<file path="src/rtl/tiny16_pkg.sv">
// ============================================================================
// Module   : tiny16_pkg
// Purpose  : Shared opcodes, FSM state encoding, in-mux codes and register
//            indices for the tiny16 control unit.
// Revision : 1.0 - initial release
// ============================================================================
`default_nettype none

package tiny16_pkg;

  localparam logic [3:0] OP_NOP  = 4'h0;
  localparam logic [3:0] OP_MOV  = 4'h1;
  localparam logic [3:0] OP_LDL  = 4'h2;
  localparam logic [3:0] OP_LDU  = 4'h3;
  localparam logic [3:0] OP_ALU  = 4'h4;
  localparam logic [3:0] OP_LD   = 4'h5;
  localparam logic [3:0] OP_ST   = 4'h6;
  localparam logic [3:0] OP_PUSH = 4'h7;
  localparam logic [3:0] OP_POP  = 4'h8;
  localparam logic [3:0] OP_JMP  = 4'h9;
  localparam logic [3:0] OP_JZ   = 4'hA;
  localparam logic [3:0] OP_HLT  = 4'hB;

  typedef enum logic [2:0] {
    ST_FETCH  = 3'd0,
    ST_DECODE = 3'd1,
    ST_EXEC   = 3'd2,
    ST_MEM    = 3'd3,
    ST_HALT   = 3'd4
  } state_t;

  localparam logic [1:0] IN_SRC = 2'd0;
  localparam logic [1:0] IN_ALU = 2'd1;
  localparam logic [1:0] IN_MEM = 2'd2;
  localparam logic [1:0] IN_IMM = 2'd3;

  localparam logic [3:0] REG_PC = 4'd1;
  localparam logic [3:0] REG_SP = 4'd2;
  localparam logic [3:0] REG_BP = 4'd3;

  function automatic logic is_illegal(input logic [3:0] op);
    return (op >= 4'hC);
  endfunction

endpackage

`default_nettype wire

</file>
<file path="src/rtl/control_unit_if.sv">
// ============================================================================
// Module   : control_unit_if
// Purpose  : Instruction/data memory req/ack port between the control unit
//            (master) and the memory (slave).
// Revision : 1.0 - initial release
// ============================================================================
`default_nettype none

interface control_unit_if;
  logic        mem_req;
  logic        mem_we;
  logic [15:0] mem_addr;
  logic [15:0] mem_wdata;
  logic [15:0] mem_rdata;
  logic        mem_ack;

  modport master (
    output mem_req, mem_we, mem_addr, mem_wdata,
    input  mem_rdata, mem_ack
  );

  modport slave (
    input  mem_req, mem_we, mem_addr, mem_wdata,
    output mem_rdata, mem_ack
  );
endinterface

`default_nettype wire

</file>
<file path="src/rtl/control_unit_bus_watchdog.sv">
// ============================================================================
// Module   : bus_watchdog
// Purpose  : Counts request cycles without ack; flags timeout when the count
//            reaches ACK_TIMEOUT (0 disables the watchdog).
// Revision : 1.0 - initial release
// ============================================================================
`default_nettype none

module bus_watchdog #(
  parameter int ACK_TIMEOUT = 16
) (
  input  wire logic clk,
  input  wire logic rst,
  input  wire logic req,
  input  wire logic ack,
  output logic      timeout
);

  generate
    if (ACK_TIMEOUT > 0) begin : g_wd_on
      localparam int W = $clog2(ACK_TIMEOUT + 1);
      logic [W-1:0] count;

      assign timeout = req && (count == W'(ACK_TIMEOUT));

      always_ff @(posedge clk or posedge rst) begin
        if (rst)
          count <= '0;
        else if (req && !ack && !timeout)
          count <= count + 1'b1;
        else
          count <= '0;
      end
    end else begin : g_wd_off
      assign timeout = 1'b0;
      wire unused_wd = &{1'b0, clk, rst, req, ack};
    end
  endgenerate

endmodule

`default_nettype wire

</file>
<file path="src/rtl/control_unit.sv">
// ============================================================================
// Module   : control_unit
// Purpose  : tiny16 fetch/decode/execute/mem sequencer driving the register
//            file strobes and the memory req/ack port.
//            Optional: CTRL_ILLEGAL_TRAP_EN adds a sticky `illegal` output and
//            halts on opcodes C-F (otherwise they execute as NOP).
// Revision : 1.0 - initial release
// ============================================================================
`default_nettype none

module control_unit
  import tiny16_pkg::*;
#(
  parameter int ACK_TIMEOUT = 16
) (
  input  wire logic        clk,
  input  wire logic        rst,
  control_unit_if.master   mem,
  input  wire logic [15:0] rf_src,
  input  wire logic [15:0] rf_dst,
  input  wire logic        alu_zero,
  output logic [3:0]       src_sel,
  output logic [3:0]       dst_sel,
  output logic             in_en,
  output logic             up_en,
  output logic             lo_en,
  output logic             pc_inc,
  output logic             sp_inc,
  output logic             sp_dec,
  output logic [1:0]       in_sel,
  output logic [3:0]       alu_op,
  output logic             halted,
`ifdef CTRL_ILLEGAL_TRAP_EN
  output logic             illegal,
`endif
  output logic             bus_err
);

  state_t      state, state_nxt;
  logic [15:0] ir;
  logic        z;
  logic        halted_r, bus_err_r;
  logic        req_intent, timeout;
  logic [3:0]  op, fd, fs;

  assign op        = ir[15:12];
  assign fd        = ir[11:8];
  assign fs        = ir[7:4];
  assign alu_op    = ir[3:0];
  assign halted    = halted_r;
  assign bus_err   = bus_err_r;
  assign mem.mem_wdata = rf_src;
  assign req_intent = (state == ST_FETCH) || (state == ST_MEM);

  bus_watchdog #(.ACK_TIMEOUT(ACK_TIMEOUT)) u_wd (
    .clk     (clk),
    .rst     (rst),
    .req     (req_intent),
    .ack     (mem.mem_ack),
    .timeout (timeout)
  );

  always_ff @(posedge clk or posedge rst) begin
    if (rst) begin
      state     <= ST_FETCH;
      ir        <= '0;
      z         <= 1'b0;
      halted_r  <= 1'b0;
      bus_err_r <= 1'b0;
    end else begin
      state <= state_nxt;
      if (state == ST_FETCH && mem.mem_ack && !timeout)
        ir <= mem.mem_rdata;
      if (state == ST_EXEC && op == OP_ALU)
        z <= alu_zero;
      if (state_nxt == ST_HALT)
        halted_r <= 1'b1;
      if (timeout)
        bus_err_r <= 1'b1;
    end
  end

`ifdef CTRL_ILLEGAL_TRAP_EN
  logic illegal_r;
  assign illegal = illegal_r;
  always_ff @(posedge clk or posedge rst) begin
    if (rst)
      illegal_r <= 1'b0;
    else if (state == ST_DECODE && is_illegal(op))
      illegal_r <= 1'b1;
  end
`endif

  // Outputs are held at reset values while rst is high, even though state is already FETCH.
  always_comb begin
    state_nxt    = state;
    src_sel      = 4'd0;
    dst_sel      = 4'd0;
    in_en        = 1'b0;
    up_en        = 1'b0;
    lo_en        = 1'b0;
    pc_inc       = 1'b0;
    sp_inc       = 1'b0;
    sp_dec       = 1'b0;
    in_sel       = IN_SRC;
    mem.mem_req  = 1'b0;
    mem.mem_we   = 1'b0;
    mem.mem_addr = 16'h0000;
    if (!rst) begin
      case (state)
        ST_FETCH: begin
          src_sel      = REG_PC;
          mem.mem_addr = rf_src;
          if (timeout) begin
            state_nxt = ST_HALT;
          end else begin
            mem.mem_req = 1'b1;
            if (mem.mem_ack) begin
              pc_inc    = 1'b1;
              state_nxt = ST_DECODE;
            end
          end
        end
        ST_DECODE: begin
          src_sel = fs;
          dst_sel = fd;
          if (op == OP_HLT)
            state_nxt = ST_HALT;
`ifdef CTRL_ILLEGAL_TRAP_EN
          else if (is_illegal(op))
            state_nxt = ST_HALT;
`endif
          else
            state_nxt = ST_EXEC;
        end
        ST_EXEC: begin
          src_sel   = fs;
          dst_sel   = fd;
          state_nxt = ST_FETCH;
          case (op)
            OP_MOV: in_en = 1'b1;
            OP_LDL: begin lo_en = 1'b1; in_sel = IN_IMM; end
            OP_LDU: begin up_en = 1'b1; in_sel = IN_IMM; end
            OP_ALU: begin in_en = 1'b1; in_sel = IN_ALU; end
            OP_LD, OP_ST, OP_PUSH: state_nxt = ST_MEM;
            OP_POP: begin sp_inc = 1'b1; state_nxt = ST_MEM; end
            OP_JMP: begin dst_sel = REG_PC; in_en = 1'b1; end
            OP_JZ:  begin dst_sel = REG_PC; in_en = z; end
            default: ;
          endcase
        end
        ST_MEM: begin
          src_sel = fs;
          dst_sel = fd;
          case (op)
            OP_LD:   mem.mem_addr = rf_src;
            OP_POP:  begin src_sel = REG_SP; mem.mem_addr = rf_src; end
            OP_ST:   begin mem.mem_we = 1'b1; mem.mem_addr = rf_dst; end
            OP_PUSH: begin mem.mem_we = 1'b1; dst_sel = REG_SP; mem.mem_addr = rf_dst; end
            default: ;
          endcase
          if (timeout) begin
            mem.mem_we = 1'b0;
            state_nxt  = ST_HALT;
          end else begin
            mem.mem_req = 1'b1;
            if (mem.mem_ack) begin
              state_nxt = ST_FETCH;
              if (op == OP_LD || op == OP_POP) begin
                in_en  = 1'b1;
                in_sel = IN_MEM;
              end
              if (op == OP_PUSH)
                sp_dec = 1'b1;
            end
          end
        end
        ST_HALT: ;
        default: state_nxt = ST_FETCH;
      endcase
    end
  end

endmodule

`default_nettype wire
</file>
<file path="src/flat_wrapper.sv">
// flat-port wrapper written by rule: the top's interface ports become plain ports
module control_unit_flat import tiny16_pkg::*;
#(
  parameter int ACK_TIMEOUT = 16
)
  (clk, rst, rf_src, rf_dst, alu_zero, src_sel, dst_sel, in_en, up_en, lo_en, pc_inc, sp_inc, sp_dec, in_sel, alu_op, halted, bus_err, mem_mem_req, mem_mem_we, mem_mem_addr, mem_mem_wdata, mem_mem_rdata, mem_mem_ack);
  control_unit_if mem_i ();
  input  wire logic clk;
  input  wire logic rst;
  input  wire logic [15:0] rf_src;
  input  wire logic [15:0] rf_dst;
  input  wire logic alu_zero;
  output logic [3:0] src_sel;
  output logic [3:0] dst_sel;
  output logic in_en;
  output logic up_en;
  output logic lo_en;
  output logic pc_inc;
  output logic sp_inc;
  output logic sp_dec;
  output logic [1:0] in_sel;
  output logic [3:0] alu_op;
  output logic halted;
  output logic bus_err;
  output wire logic [$bits(mem_i.mem_req)-1:0] mem_mem_req;
  output wire logic [$bits(mem_i.mem_we)-1:0] mem_mem_we;
  output wire logic [$bits(mem_i.mem_addr)-1:0] mem_mem_addr;
  output wire logic [$bits(mem_i.mem_wdata)-1:0] mem_mem_wdata;
  input wire logic [$bits(mem_i.mem_rdata)-1:0] mem_mem_rdata;
  input wire logic [$bits(mem_i.mem_ack)-1:0] mem_mem_ack;
  assign mem_mem_req = mem_i.mem_req;
  assign mem_mem_we = mem_i.mem_we;
  assign mem_mem_addr = mem_i.mem_addr;
  assign mem_mem_wdata = mem_i.mem_wdata;
  assign mem_i.mem_rdata = mem_mem_rdata;
  assign mem_i.mem_ack = mem_mem_ack;
  control_unit #(.ACK_TIMEOUT(ACK_TIMEOUT)) u_core (.clk(clk), .rst(rst), .mem(mem_i), .rf_src(rf_src), .rf_dst(rf_dst), .alu_zero(alu_zero), .src_sel(src_sel), .dst_sel(dst_sel), .in_en(in_en), .up_en(up_en), .lo_en(lo_en), .pc_inc(pc_inc), .sp_inc(sp_inc), .sp_dec(sp_dec), .in_sel(in_sel), .alu_op(alu_op), .halted(halted), .bus_err(bus_err));
endmodule
</file>
<file path="config.mk">
export PLATFORM = sky130hd
export DESIGN_NAME = control_unit_flat
export DESIGN_NICKNAME = d
export VERILOG_FILES = /design/src/rtl/tiny16_pkg.sv /design/src/rtl/control_unit_if.sv /design/src/rtl/control_unit_bus_watchdog.sv /design/src/rtl/control_unit.sv /design/src/flat_wrapper.sv
export SDC_FILE = /design/constraint.sdc
export NUM_CORES = 1
export LEC_CHECK = 0
export CAP_MARGIN = 20
export CORE_ASPECT_RATIO = 0.9
export CORE_MARGIN = 4
export CORE_UTILIZATION = 39
export DETAILED_ROUTE_END_ITERATION = 16
export PLACE_DENSITY = 0.82
export SLEW_MARGIN = 20
export SYNTH_ARGS = -nofsm -noshare
export SYNTH_HDL_FRONTEND = slang
export SYNTH_SLANG_ARGS = --single-unit
</file>
<file path="constraint.sdc">
create_clock -name clk -period 2.6 [get_ports clk]
set_input_delay 0.39 -clock clk [delete_from_list [all_inputs] [get_ports clk]]
set_output_delay 0.39 -clock clk [all_outputs]
set_load 0.02 [all_outputs]
</file>
==> results of run 1 <==
## cells in the final DEF (no fill, tap or decap), types with 8 or more instances in the layout
cell type,netlist,final
clkdlybuf4s50_1,0,74
dfrtp_1,27,26
buf_4,22,24
clkbuf_2,0,18
mux2_2,17,17
nor2_1,16,16
a22o_1,16,16
inv_1,10,10
o21ai_0,8,8
dlygate4sd2_1,0,8
## metrics by stage
step                        util  instance area (µm²)  power (W)  hold WS (ns)  std cells
after floorplan                -                 1904   0.001769        0.4547        204
after global placement    0.6626                 3032   0.002397        0.4393        363
after detailed placement  0.6626                 3032   0.002446        0.4454        363
final                     0.6601                 3020   0.002631        0.4645        367
after CTS                 0.6691                 3062   0.002645        0.4678        367
after global routing      0.6601                 3020   0.002820        0.5024        367
## layout make-up
class / instances / share of cell area
flip-flops and latches: 27 / 0.2241
inverters: 10 / 0.01243
well taps: 62 / 0.02568
repair buffers: 132 / 0.3915
multi-input cells: 132 / 0.3302
clock inverters: 1 / 0.002485
clock buffers: 3 / 0.01367
## layer usage
| layer | wire length, µm | vias up | global-route usage |
|---|---|---|---|
| met5 | 0 | - | 0 |
| met4 | 46 | 0 | 0.03690 |
| met3 | 612 | 4 | 0.03995 |
| met2 | 2957 | 94 | 0.3463 |
| met1 | 2207 | 896 | 0.2110 |
| li1 | - | 919 | - |
## worst paths after layout
kind / from / to / slack, ns / cells past startpoint
worst max-delay path: u_core.ir[12] / in_sel[1] / 0.07 / 5
worst min-delay path: u_core.bus_err / u_core.bus_err / 0.46 / 1
worst max register to register: u_core.u_wd.g_wd_on.count[1] / u_core.ir[14] / 0.54 / 8
worst min register to register: u_core.bus_err / u_core.bus_err / 0.46 / 1
max in group asynchronous: rst / u_core.ir[13] / 1.59 / 4
min in group asynchronous: rst / u_core.state[2] / 0.73 / 4
## flip-flops by register name, summed over array words and instances, names as in the netlist
| register | flops |
|---|---|
| u_core.bus_err | 1 |
| u_core.state | 3 |
| u_core.ir | 16 |
| u_core.halted | 1 |
| u_core.u_wd.g_wd_on.count | 5 |
| u_core.z | 1 |
## kinds of logic (layout without fill, tap and decap cells)
kind of cell,count (synthesis),after routing,synth area share
flip-flops,27,27,0.3548
XOR/XNOR,5,5,0.02300
multiplexers,18,18,0.1058
AO/OA/AOI/OAI,47,47,0.1840
buffers and inverters,45,146,0.1347
AND/OR/NAND/NOR,60,60,0.1846
adder cells (fa/ha/maj),2,2,0.01314
## where the power goes
group          total [W]  internal (W)  switching, W  leakage, nW
Combinational    0.00168      0.000815      0.000869         1.04
Clock           0.000244      0.000109      0.000135       0.0217
Sequential      0.000703      0.000592      0.000111        0.329
## worst max-delay path: cells and delay by family, from the launching register on
family / cells / cell delay, ns
AO/OA/AOI/OAI: 2 / 0.47
AND/OR/NAND/NOR: 2 / 0.88
buffers and inverters: 1 / 0.13
flip-flops: 1 / 0.38
## what timing repair did
action	in CTS	in global routing
hold buffers	0	0
setup endpoints to repair	33	25
setup buffers	0	0
resized for setup	40	45
==> run summary, run 1 <==
outcome: finished, final reports clean
clk sinks: 27
layout cells sized above 1: 0.2623
syn_nets: 258
Hold Path Class: register to register
number of port buffers: 107
synthesized area: 1904 µm²
worst path cell trace: or3b_1 -> a211o_1 -> or4b_4 -> a21oi_2 -> buf_6
drt drc: 0
FF+latch area: 676.9 µm²
Synth cell types: 51
minimum clock period: 2.526 ns
initial antenna violation count: 0
CP arrival: 2.14 ns
fraction of registers with async set/reset: 1.000
pin slew with the least headroom to its limit: 0.4994 ns
area of the multi-input gates: 997.2 µm²
Critical Path Fanout Max: 2
slowest CP cell: or4b_4
Cell Pwr Density: 871.0 nW/µm²
die span in y: 74.29 µm
Total Routing Usage GR: 0.1826
drt pass-1 iters: 4
wire per inst: 15.87 µm
root buffer cell: clkbuf_8
Seq/Total Area, Yosys: 0.3548
leading area contributor after synthesis: dfrtp_1
Crit. End Element: output pin
GR Overflow Total: 0
setup TNS: 0 ns
Fmax: 0.3959 GHz
crit path kind: register to output pin
Final setup viols: 0
CTS max path bufs: 2
n_diodes: 0
final hold vios: 0
fillers: 371
EDFF count, synth: 0
via count: 1913
Initial Utilization: 0.4162
Mapped Cells: 204
die area: 6066 µm²
Num CTS Buffers: 3
synth-to-layout area growth: 58.61%
Core Box Area: 4576 µm²
IO Pins: 108
Final GP Congestion: 0.8848
max cap viols: 0
synth top area cells: dfrtp_1 35%, mux2_2 10%, buf_4 8.7%, a22o_1 7.4%, nor2_1 3.2%
Worst Path Required: 2.21 ns
first-pass GRT wire length: 8680 µm
First DRT Iteration DRCs: 57
CTS tree: yes
most frequent cell after synthesis: dfrtp_1
vias in the first global route: 1855
Critical Path Start Type: register
synth cell count leaders: 27 x dfrtp_1, 22 x buf_4, 17 x mux2_2, 16 x a22o_1, 16 x nor2_1
Clock Latency Late Sink: 0.27 ns
Detail Placement HPWL: 4626 µm
Clock Pin Slew Worst Setup and Hold Paths: 0.10 ns
Synth top area share: 0.3548
syn avg cell area: 9.335 µm²
Tcrit/Tclk final: 0.9714
largest net degree at the start of global routing: 28
worst vdd ir: 0.0005267 V
Post-Route WL: 5823 µm
post-route ant nets: 0
Synthesis Warnings: 0
ys flop type: dfrtp_1
clk_skew: 0.002105 ns
synthesized flop and latch total: 27
# nets final: 360
Slew headroom: 0.6664
RSZ-0062 raised after global routing: true
die span in x: 81.66 µm
slowest cell delay on critical path: 0.51 ns
Slew Limit Fails: 0
pre-CTS setup slack: -0.2674 ns
setup ws final: 0.07432 ns
DR vias/cell: 5.213
row cnt: 23
CTS HTree Levels: 1
Pleak: 1.393 nW
No activity file was read; power rests on OpenSTA's default activity.
==> run 2, diff against run 1 <==
--- a/config.mk
+++ b/config.mk
@@ -10,6 +10,7 @@
 export CORE_MARGIN = 4
 export CORE_UTILIZATION = 39
 export DETAILED_ROUTE_END_ITERATION = 16
+export GPL_TIMING_DRIVEN = 0
 export PLACE_DENSITY = 0.82
 export SLEW_MARGIN = 20
 export SYNTH_ARGS = -nofsm -noshare
==> run 2 against run 1 <==
The flow now finishes with violations (setup timing); clock skew grew 0.0022 ns; sequential power grew 1%; die area is the same; utilization grew 5.1 points; design area grew 7.7%; wire length grew 3.2%; critical path type unchanged; critical path depth is the same; count of clock-buffer cells in the layout grew 1; clock power is essentially flat; non-clock buffer count grew 18; fmax shrank 3.1%.
==> run summary, run 2 (synthesis gave the netlist of run 1 again) <==
final hold vios: 0 (unchanged)
Worst R2R Path Depth: 5 (-3)
Tcrit/Tclk final: 1.002 (+0.03084)
Post-Route WL: 6008 µm (+3.2%)
vias in the first global route: 1959 (+5.6%)
clk sinks: 27 (unchanged)
outcome: finished with violations
# nets final: 378 (+5.0%)
failing checks: setup timing
hold depth: 1 (unchanged)
reg2reg start: u_core.ir[13]
CTS tree: yes
Top reg by flops: u_core.ir
Clock Pin Slew Worst Setup and Hold Paths: 0.09 ns (about the same)
total power: 0.002747 W (+4.4%)
GR Overflow Total: 0 (unchanged)
row cnt: 23 (unchanged)
DR vias/cell: 5.195 (-0.34%)
die span in x: 81.66 µm (unchanged)
Slew Limit Fails: 0 (unchanged)
crit path kind: register to output pin
layout cells sized above 1: 0.3034 (+0.04111)
Critical Path Fanout Max: 2 (unchanged)
First DRT Iteration DRCs: 92 (+61%)
CTS max path bufs: 2 (unchanged)
RSZ-0062 raised after global routing: true
Pleak: 1.464 nW (+5.1%)
drt drc: 0 (unchanged)
slowest cell delay on critical path: 0.51 ns (about the same)
Clock Latency Late Sink: 0.27 ns (about the same)
first-pass GRT wire length: 9045 µm (+4.2%)
Detail Placement HPWL: 4686 µm (+1.3%)
Cell Count Post-Placement: 373 (+2.8%)
GR met2 Demand/Resource: 0.3436 (-0.002712)
Crit. End Element: output pin
n_diodes: 0 (unchanged)
Fmax: 0.3837 GHz (-3.1%)
Total Routing Usage GR: 0.1888 (+0.006161)
worst reg2reg endpoint: u_core.halted
synth-to-layout area growth: 70.89%
worst path cell trace: or3b_1 -> a211o_1 -> or4b_4 -> a21oi_2 -> buf_6
initial antenna violation count: 0 (unchanged)
Largest register FFs: 16 (unchanged)
met3 Usage GRT: 0.04600 (+0.006053)
Cell Pwr Density: 844.0 nW/µm² (-3.1%)
Non-Filler Instances: 385 (+4.9%)
final design utilization: 0.7112 (+0.05113)
Core Box Area: 4576 µm² (unchanged)
die area: 6066 µm² (unchanged)
worst vdd ir: 0.0005163 V (-2.0%)
via count: 2000 (+4.5%)
CTS HTree Levels: 1 (unchanged)
die span in y: 74.29 µm (unchanged)
Initial Utilization: 0.4162 (unchanged)
min-delay src: u_core.bus_err
number of port buffers: 107 (unchanged)
Critical Path Start Type: register
Final GP Congestion: 0.7745 (-12%)
flop2flop setup slack: 0.68 ns (+0.14 ns)
Hold Path Class: register to register
setup ws final: -0.005870 ns (-0.08019 ns)
wire per inst: 15.61 µm (-1.6%)
cts hold-fix bufs: 0 (unchanged)
minimum clock period: 2.606 ns (+0.08019 ns)
clk_skew: 0.004326 ns (+0.002221 ns)
largest net degree at the start of global routing: 29 (+3.6%)
commonest cells after routing, fill and taps aside: 73 x clkdlybuf4s50_1, 32 x buf_4, 26 x dfrtp_1
Num CTS Buffers: 3 (unchanged)
IO Pins: 108 (unchanged)
CP arrival: 2.22 ns (+0.08 ns)
registers with the most flip-flops: u_core.ir (16), u_core.u_wd.g_wd_on.count (5), u_core.state (3)
Final setup viols: 1 (+1)
slowest CP cell: or4b_4
Hold Crit Endpoint: u_core.bus_err
pre-CTS setup slack: -0.5797 ns (-0.3123 ns)
M1 GR Usage: 0.2261 (+0.01518)
Worst Path Required: 2.21 ns (about the same)
pin slew with the least headroom to its limit: 0.5740 ns (+0.07465 ns)
post-route ant nets: 0 (unchanged)
drt pass-1 iters: 4 (unchanged)
root buffer cell: clkbuf_8
most used routing layer: met2
max cap viols: 0 (unchanged)
Slew headroom: 0.6168 (-0.04961)
most common cell after layout, fill and taps aside: clkdlybuf4s50_1
[run 2: cell types whose count changed in the layout (fill, tap and decap cells not counted), sizes merged, moves of 2 or more]
| cell | change |
|---|---|
| dlymetal6s2s | -2 |
| dlygate4sd2 | +5 |
| buf | +12 |
| clkbuf | -12 |
| clkdlybuf4s15 | +16 |
[run 2: timing repair]
action,4_1_cts,5_1_grt
pin swaps,2,2
endpoints found under the setup margin,33,29
resized for setup,89,16
buffers inserted,3,8
[run 2: power by group]
group | switching [W] | total, W | internal, W
sequential | 0.000121 | 0.000712 | 0.000592
combinational | 0.000908 | 0.00179 | 0.000884
clock | 0.000132 | 0.000242 | 0.000110
total | 0.00116 | 0.00275 | 0.00159
[run 2: layer usage]
layer / part of all wire / routed length, µm
met3: 0.12 / 704
met4: 0.0098 / 59
met2: 0.49 / 2925
met5: 0 / 0
met1: 0.39 / 2318
[run 2: how the worst max path moves through the flow]
stage | cells past startpoint | startpoint | end
2_1_floorplan | 5 | u_core.state[2] | sp_dec
3_3_place_gp | 6 | rst | mem_mem_addr[14]
3_5_place_dp | 6 | rst | mem_mem_addr[14]
4_1_cts | 5 | u_core.ir[14] | in_sel[1]
5_1_grt | 5 | u_core.ir[12] | in_en
6_report | 5 | u_core.ir[12] | in_sel[1]
[run 2: critical path, delay by kind of cell (launching register included)]
family                 cells  cell delay, ns
DFF                        1            0.41
and+or+nand+nor            2            0.89
buffers and inverters      1            0.14
AOI/OAI and AO/OA          2            0.50
[run 2: layout make-up]
class                   instances  area (µm²)
fillers                       341        1321
repair buffers                118        1162
multi-input cells             132        1032
flip-flops and latches         27       676.9
plain buffers                  32       222.7
well taps                      62       77.57
clock buffers                   4       45.04
inverters                      10       37.54
[run 2: per-stage QoR]
stage	hold slack (ns)	TNS, ns	instance area, µm²
final	0.4701	-0.005870	3254
after global routing	0.5103	-0.1284	3254
after CTS	0.4731	0	3167
after detailed placement	0.4519	-10.78	3053
after global placement	0.4405	-10.45	3053
after floorplan	0.4547	0	1904
==> run 3, diff against run 2 <==
--- a/config.mk
+++ b/config.mk
@@ -6,12 +6,14 @@
 export NUM_CORES = 1
 export LEC_CHECK = 0
 export CAP_MARGIN = 20
+export CELL_PAD_IN_SITES_DETAIL_PLACEMENT = 1
+export CELL_PAD_IN_SITES_GLOBAL_PLACEMENT = 2
 export CORE_ASPECT_RATIO = 0.9
 export CORE_MARGIN = 4
-export CORE_UTILIZATION = 39
+export CORE_UTILIZATION = 21
 export DETAILED_ROUTE_END_ITERATION = 16
 export GPL_TIMING_DRIVEN = 0
-export PLACE_DENSITY = 0.82
+export PLACE_DENSITY_LB_ADDON = 0.1
 export SLEW_MARGIN = 20
 export SYNTH_ARGS = -nofsm -noshare
 export SYNTH_HDL_FRONTEND = slang
==> run 3 against run 2 <==
The run now ends clean; wire length increased by 17%; power fell by 2.3%; hold slack improved by 0.029 ns; via count decreased by 4.3%; die area increased by 76%.
==> run summary, run 3 (synthesis gave the netlist of run 1 again) <==
drt pass-1 iters: 4 (unchanged)
Placed Instance Area: 3124 µm² (+2.3%)
Cell Pwr Density: 837.2 nW/µm² (-0.80%)
GR met2 Demand/Resource: 0.1993 (-0.1442)
initial antenna violation count: 0 (unchanged)
First DRT Iteration DRCs: 88 (-4.3%)
Largest register FFs: 16 (unchanged)
Hold Path Class: register to register
synth-to-layout area growth: 68.27%
Pleak: 1.449 nW (-1.0%)
registers with the most flip-flops: u_core.ir (16), u_core.u_wd.g_wd_on.count (5), u_core.state (3)
commonest cells after routing, fill and taps aside: 73 x clkdlybuf4s50_1, 26 x dfrtp_1, 24 x buf_4
root buffer cell: clkbuf_8
Final GP Congestion: 0.6898 (-11%)
Buf/Inv on CP: 1 (unchanged)
final hold vios: 0 (unchanged)
Clock Pin Slew Worst Setup and Hold Paths: 0.10 ns (about the same)
most common cell after layout, fill and taps aside: clkdlybuf4s50_1
Initial Utilization: 0.2192 (-0.1970)
Slew Limit Fails: 0 (unchanged)
GR Overflow Total: 0 (unchanged)
max cap viols: 0 (unchanged)
CTS tree: yes
post-route ant nets: 0 (unchanged)
clk sinks: 27 (unchanged)
die span in x: 108.4 µm (+33%)
delay-heaviest family, CP: simple AND/OR/NAND/NOR gates
CP arrival: 2.20 ns (-0.02 ns)
slowest CP cell: or4b_4
outcome: finished, final reports clean
Tcrit/Tclk final: 0.9978 (-0.004500)
# nets final: 370 (-2.1%)
die area: 10660 µm² (+76%)
Core Box Area: 8688 µm² (+90%)
Num CTS Buffers: 3 (unchanged)
Critical Path Fanout Max: 3 (+1)
met3 Usage GRT: 0.03900 (-0.007009)
Fmax: 0.3855 GHz (+0.45%)
layout cells sized above 1: 0.3016 (-0.001818)
DR vias/cell: 4.410 (-15%)
number of port buffers: 107 (unchanged)
die span in y: 98.34 µm (+32%)
worst vdd ir: 0.0003377 V (-35%)
flop2flop setup slack: 0.55 ns (-0.13 ns)
largest net degree at the start of global routing: 29 (unchanged)
row cnt: 32 (+39%)
clk_skew: 0.003585 ns (-0.0007413 ns)
M1 GR Usage: 0.1770 (-0.04913)
Final setup viols: 0 (-1)
CTS HTree Levels: 1 (unchanged)
CTS max path bufs: 2 (unchanged)
vias in the first global route: 1943 (-0.82%)
most used routing layer: met2
final design utilization: 0.3688 (-0.3424)
Total Routing Usage GR: 0.1278 (-0.06101)
Crit. End Element: output pin
via count: 1914 (-4.3%)
Clock Latency Late Sink: 0.28 ns (about the same)
wire per inst: 16.13 µm (+3.4%)
first-pass GRT wire length: 10970 µm (+21%)
Post-Route WL: 7002 µm (+17%)
drt drc: 0 (unchanged)
RSZ-0062 raised after global routing: true
worst path cell trace: or3b_1 -> a211o_1 -> or4b_4 -> a21oi_2 -> buf_6
pin slew with the least headroom to its limit: 0.6122 ns (+0.03821 ns)
Slew headroom: 0.5913 (-0.02551)
minimum clock period: 2.594 ns (-0.01170 ns)
n_diodes: 0 (unchanged)
Top reg by flops: u_core.ir
Finished Cell Area: 3204 µm² (-1.5%)
crit path kind: register to output pin
slowest cell delay on critical path: 0.51 ns (about the same)
Detail Placement HPWL: 5621 µm (+20%)
Critical Path Start Type: register
Worst Path Required: 2.21 ns (about the same)
IO Pins: 108 (unchanged)
==> run 3: changes by cell type in the layout (fill, tap and decap cells not counted), moves of 2 or more <==
| cell | delta |
|---|---|
| dlygate4sd2_1 | -4 |
| clkbuf_2 | +8 |
| buf_2 | +7 |
| clkdlybuf4s15_2 | -12 |
| dlymetal6s2s_1 | +2 |
| buf_4 | -8 |
==> run 3: worst paths after layout <==
kind                                     start  cells past startpoint                      endpoint
worst min register to register  u_core.bus_err                      1                u_core.bus_err
min in group asynchronous                  rst                      3  u_core.u_wd.g_wd_on.count[0]
worst max-delay path             u_core.ir[12]                      5                         in_en
worst min-delay path            u_core.bus_err                      1                u_core.bus_err
worst max register to register   u_core.ir[13]                      5                 u_core.halted
max in group asynchronous                  rst                      3                 u_core.ir[12]
==> run 3: final cells by class <==
type	count	area (µm²)
Inverter	10	37.54
Timing Repair Buffer	110	1023
Clock buffer	3	41.29
Fill cell	1041	5484
Multi-Input combinational cell	132	1046
Clock inverter	1	7.507
Tap cell	119	148.9
Buffer	32	222.7
Sequential cell	27	676.9
==> run 3: layer usage <==
metal / share of wire / vias to the layer above
met5: 0 / -
met4: 0.0063 / 0
met3: 0.094 / 4
met2: 0.42 / 78
met1: 0.48 / 896
li1: - / 936
==> run 3: power by group <==
group          internal [W]  switching (W)
sequential         0.000592       0.000126
combinational      0.000804       0.000902
clock              0.000109       0.000149
==> run 3: worst register-to-register path: stages (launching register included) <==
cell	delay, ns
dfrtp_1	0.43
clkbuf_2	0.21
or4b_2	0.72
o21ai_0	0.18
a22oi_1	0.17
a31o_2	0.25
==> run 3: what timing repair did <==
action,CTS,global route
hold buffers,0,0
pin swaps,3,1
buffers inserted,3,0
endpoints found under the setup margin,34,26
gates resized for setup,91,25
==> run 3: metrics by stage <==
step | hold WS (ns) | TNS [ns] | setup slack [ns] | total power (W) | instances
floorplan | 0.4547 | 0 | 0.3319 | 0.001769 | 204
global placement | 0.4521 | -11.90 | -0.6184 | 0.002418 | 430
detailed placement | 0.4697 | -12.43 | -0.6421 | 0.002429 | 430
CTS | 0.4983 | -0.02048 | -0.01229 | 0.002754 | 436
global route | 0.5167 | -0.1469 | -0.08124 | 0.002905 | 434
finish | 0.4987 | 0 | 0.005831 | 0.002683 | 434
==> edit (config.mk and constraints of run 3) <==
`ACK_TIMEOUT` is set to 16 in 3 places; all go to 64.
--- a/src/rtl/control_unit_bus_watchdog.sv
+++ b/src/rtl/control_unit_bus_watchdog.sv
@@ -7,7 +7,7 @@
 `default_nettype none
 
 module bus_watchdog #(
-  parameter int ACK_TIMEOUT = 16
+  parameter int ACK_TIMEOUT = 64
 ) (
   input  wire logic clk,
   input  wire logic rst,
--- a/src/rtl/control_unit.sv
+++ b/src/rtl/control_unit.sv
@@ -11,7 +11,7 @@
 module control_unit
   import tiny16_pkg::*;
 #(
-  parameter int ACK_TIMEOUT = 16
+  parameter int ACK_TIMEOUT = 64
 ) (
   input  wire logic        clk,
   input  wire logic        rst,
--- a/src/flat_wrapper.sv
+++ b/src/flat_wrapper.sv
@@ -1,7 +1,7 @@
 // flat-port wrapper written by rule: the top's interface ports become plain ports
 module control_unit_flat import tiny16_pkg::*;
 #(
-  parameter int ACK_TIMEOUT = 16
+  parameter int ACK_TIMEOUT = 64
 )
   (clk, rst, rf_src, rf_dst, alu_zero, src_sel, dst_sel, in_en, up_en, lo_en, pc_inc, sp_inc, sp_dec, in_sel, alu_op, halted, bus_err, mem_mem_req, mem_mem_we, mem_mem_addr, mem_mem_wdata, mem_mem_rdata, mem_mem_ack);
   control_unit_if mem_i ();
Behaviour: no difference found for any inputs over 10 cycles, from zero or initial values and one cycle with rst high; that may be too few to reach the edited logic, so the function may still have changed.
==> edit against run 3 <==
  * Combinational power is 15% higher
  * Critical path type unchanged
  * Total power is 14% higher
  * Worst setup slack better by 0.016 ns
  * Sequential cell count is 2 higher
  * Sequential power is 5.0% higher
  * Non-clock buffer count is 7 higher
  * Synthesized area is 8.3% higher
  * Die area is 7.7% higher
  * Wire length is 5.8% higher
  * Largest cell class unchanged
  * Via count is 8.7% higher
  * Cell area is 9.2% higher
==> edit: results (changes against run 3) <==
metric	value	unit	change
GR met2 Demand/Resource	21.4	%	+1.5 points
layout cells sized above 1	29.2	%	-0.98 points
worst-path fanout max	6		+3
1st-iter DRT viols	58		-34%
Tightest Pin Transition	0.470	ns	-0.142 ns
largest registers	u_core.ir: 16 flops, u_core.u_wd.g_wd_on.count: 7 flops, u_core.state: 3 flops		
maximum number of pins on one net before global-route repair	32		+10%
VDD IR-drop max	0.330	mV	-2.3%
status	completed		
post-synth cell types	46		-9.8%
dpl hpwl	5.74	mm	+2.2%
commonest cells in the synthesized netlist	40 x nor2_1, 29 x dfrtp_1, 20 x buf_4		
fillers	1163		+12%
via density per instance	4.34		-1.5%
Worst Skew	0.00725	ns	+0.00367 ns
crit-path max cell delay	0.36	ns	-0.15 ns
sequential fraction of the synthesis area	35.2	%	-0.31 points
Root Driver	clkbuf_8		
arrival time at the worst endpoint	2.19	ns	
CTS Buf Count	5		+2
main area contributors after synthesis	dfrtp_1 35%, buf_4 7.3%, mux2_4 7.3%, nor2_1 7.3%, a22oi_1 5.8%		
first-pass GRT wire length	11.5	mm	+4.5%
Crit-path slowest cell	or3b_4		
WL/cell	15.5	microns	-4.1%
Clk pin slew, worst setup/hold paths	0.06	ns	-0.04 ns
GP Congestion	0.731		+5.9%
total track usage	12.5	%	-0.28 points
Post-Synthesis Net Count	286		+11%
number of global-route vias before repair	2235		+15%
grt met3 use	2.55	%	-1.4 points
GRT met1 Usage	16.6	%	-1.1 points
leakage power	1.60	nW	+10%
layout net count	408		+10%
clk_lat worst skew	0.28	ns	about the same
worst-case reg-to-reg path depth	6		+1
H-tree levels	2		+1
## edit: cell count changes after synthesis, moves of 3 or more
cell / change
a22o_1: -16
a22oi_1: +14
and2_1: +3
inv_1: -3
mux2_2: -10
mux2_4: +10
nand2_1: +4
nand2b_1: +5
nand3_1: -3
nor2_1: +24
nor3_1: +3
## edit: cell families (layout without fill, tap and decap cells)
family          count (synthesis)  after routing  share of synthesized area, %
flops                          29             29                          35.2
compound gates                 40             40                          13.3
mux                            18             18                          11.6
simple gates                   95             95                          24.2
xor+xnor                        7              7                          2.97
fa+ha+maj                       2              2                          1.21
buf+inv                        41            162                          11.6
## edit: cell type report
cell class	count	area (sq um)	share of cell area, %
Multi-Input combinational cell	162	1160	33.1
Sequential cell	29	727	20.8
Clock inverter	1	5.00	0.143
Buffer	32	230	6.58
Tap cell	126	158	4.50
Inverter	7	38.8	1.11
Clock buffer	5	68.8	1.97
Timing Repair Buffer	117	1110	31.9
## edit: final timing paths
| path | from | endpoint | slack [ns] |
|---|---|---|---|
| worst max-delay path | u_core.ir[15]$_DFFE_PP0P_ | mem_mem_addr[0] | 0.02 |
| worst min-delay path | u_core.bus_err$_DFFE_PP0P_ | u_core.bus_err$_DFFE_PP0P_ | 0.46 |
| worst max register to register | u_core.u_wd.g_wd_on.count[3]$_DFF_PP0_ | u_core.halted$_DFFE_PP0N_ | 0.37 |
| worst min register to register | u_core.bus_err$_DFFE_PP0P_ | u_core.bus_err$_DFFE_PP0P_ | 0.46 |
| max in group asynchronous | rst | u_core.z$_DFFE_PP0P_ | 1.88 |
| min in group asynchronous | rst | u_core.state[1]$_DFF_PP0_ | 0.55 |
## edit: critical path: cells and delay by family (launching register included)
kind | cells | cell delay, ns
buffers and inverters | 3 | 0.42
AOI/OAI and AO/OA | 3 | 0.67
DFF | 1 | 0.34
and+or+nand+nor | 2 | 0.46
## edit: through the flow
step                      setup slack, ns  cell area (sq um)  total power (W)  cells
after floorplan                     0.170               2060          0.00188    232
after global placement             -0.950               3290          0.00254    465
after detailed placement           -0.925               3290          0.00256    465
after CTS                        0.000218               3360          0.00295    472
after global routing               -0.100               3500          0.00331    479
final                              0.0219               3500          0.00305    479
## edit: metal layers
layer	vias to the layer above	share of wire (%)
met2	30	52
met3	5	2.5
met1	1019	45
met5	-	0
li1	1026	-
met4	0	0.42
## edit: repair_timing
action	4_1_cts	5_1_grt
gates resized for setup	118	28
cloned	0	1
pin swaps	4	6
setup endpoints to repair	34	26
buffers inserted	3	6
## edit: report_power, final
| part | leakage [nW] | switching (W) | internal (W) |
|---|---|---|---|
| Sequential | 0.357 | 0.000127 | 0.000626 |
| Clock | 0.0399 | 0.000166 | 0.000176 |
| Combinational | 1.20 | 0.000970 | 0.000989 |
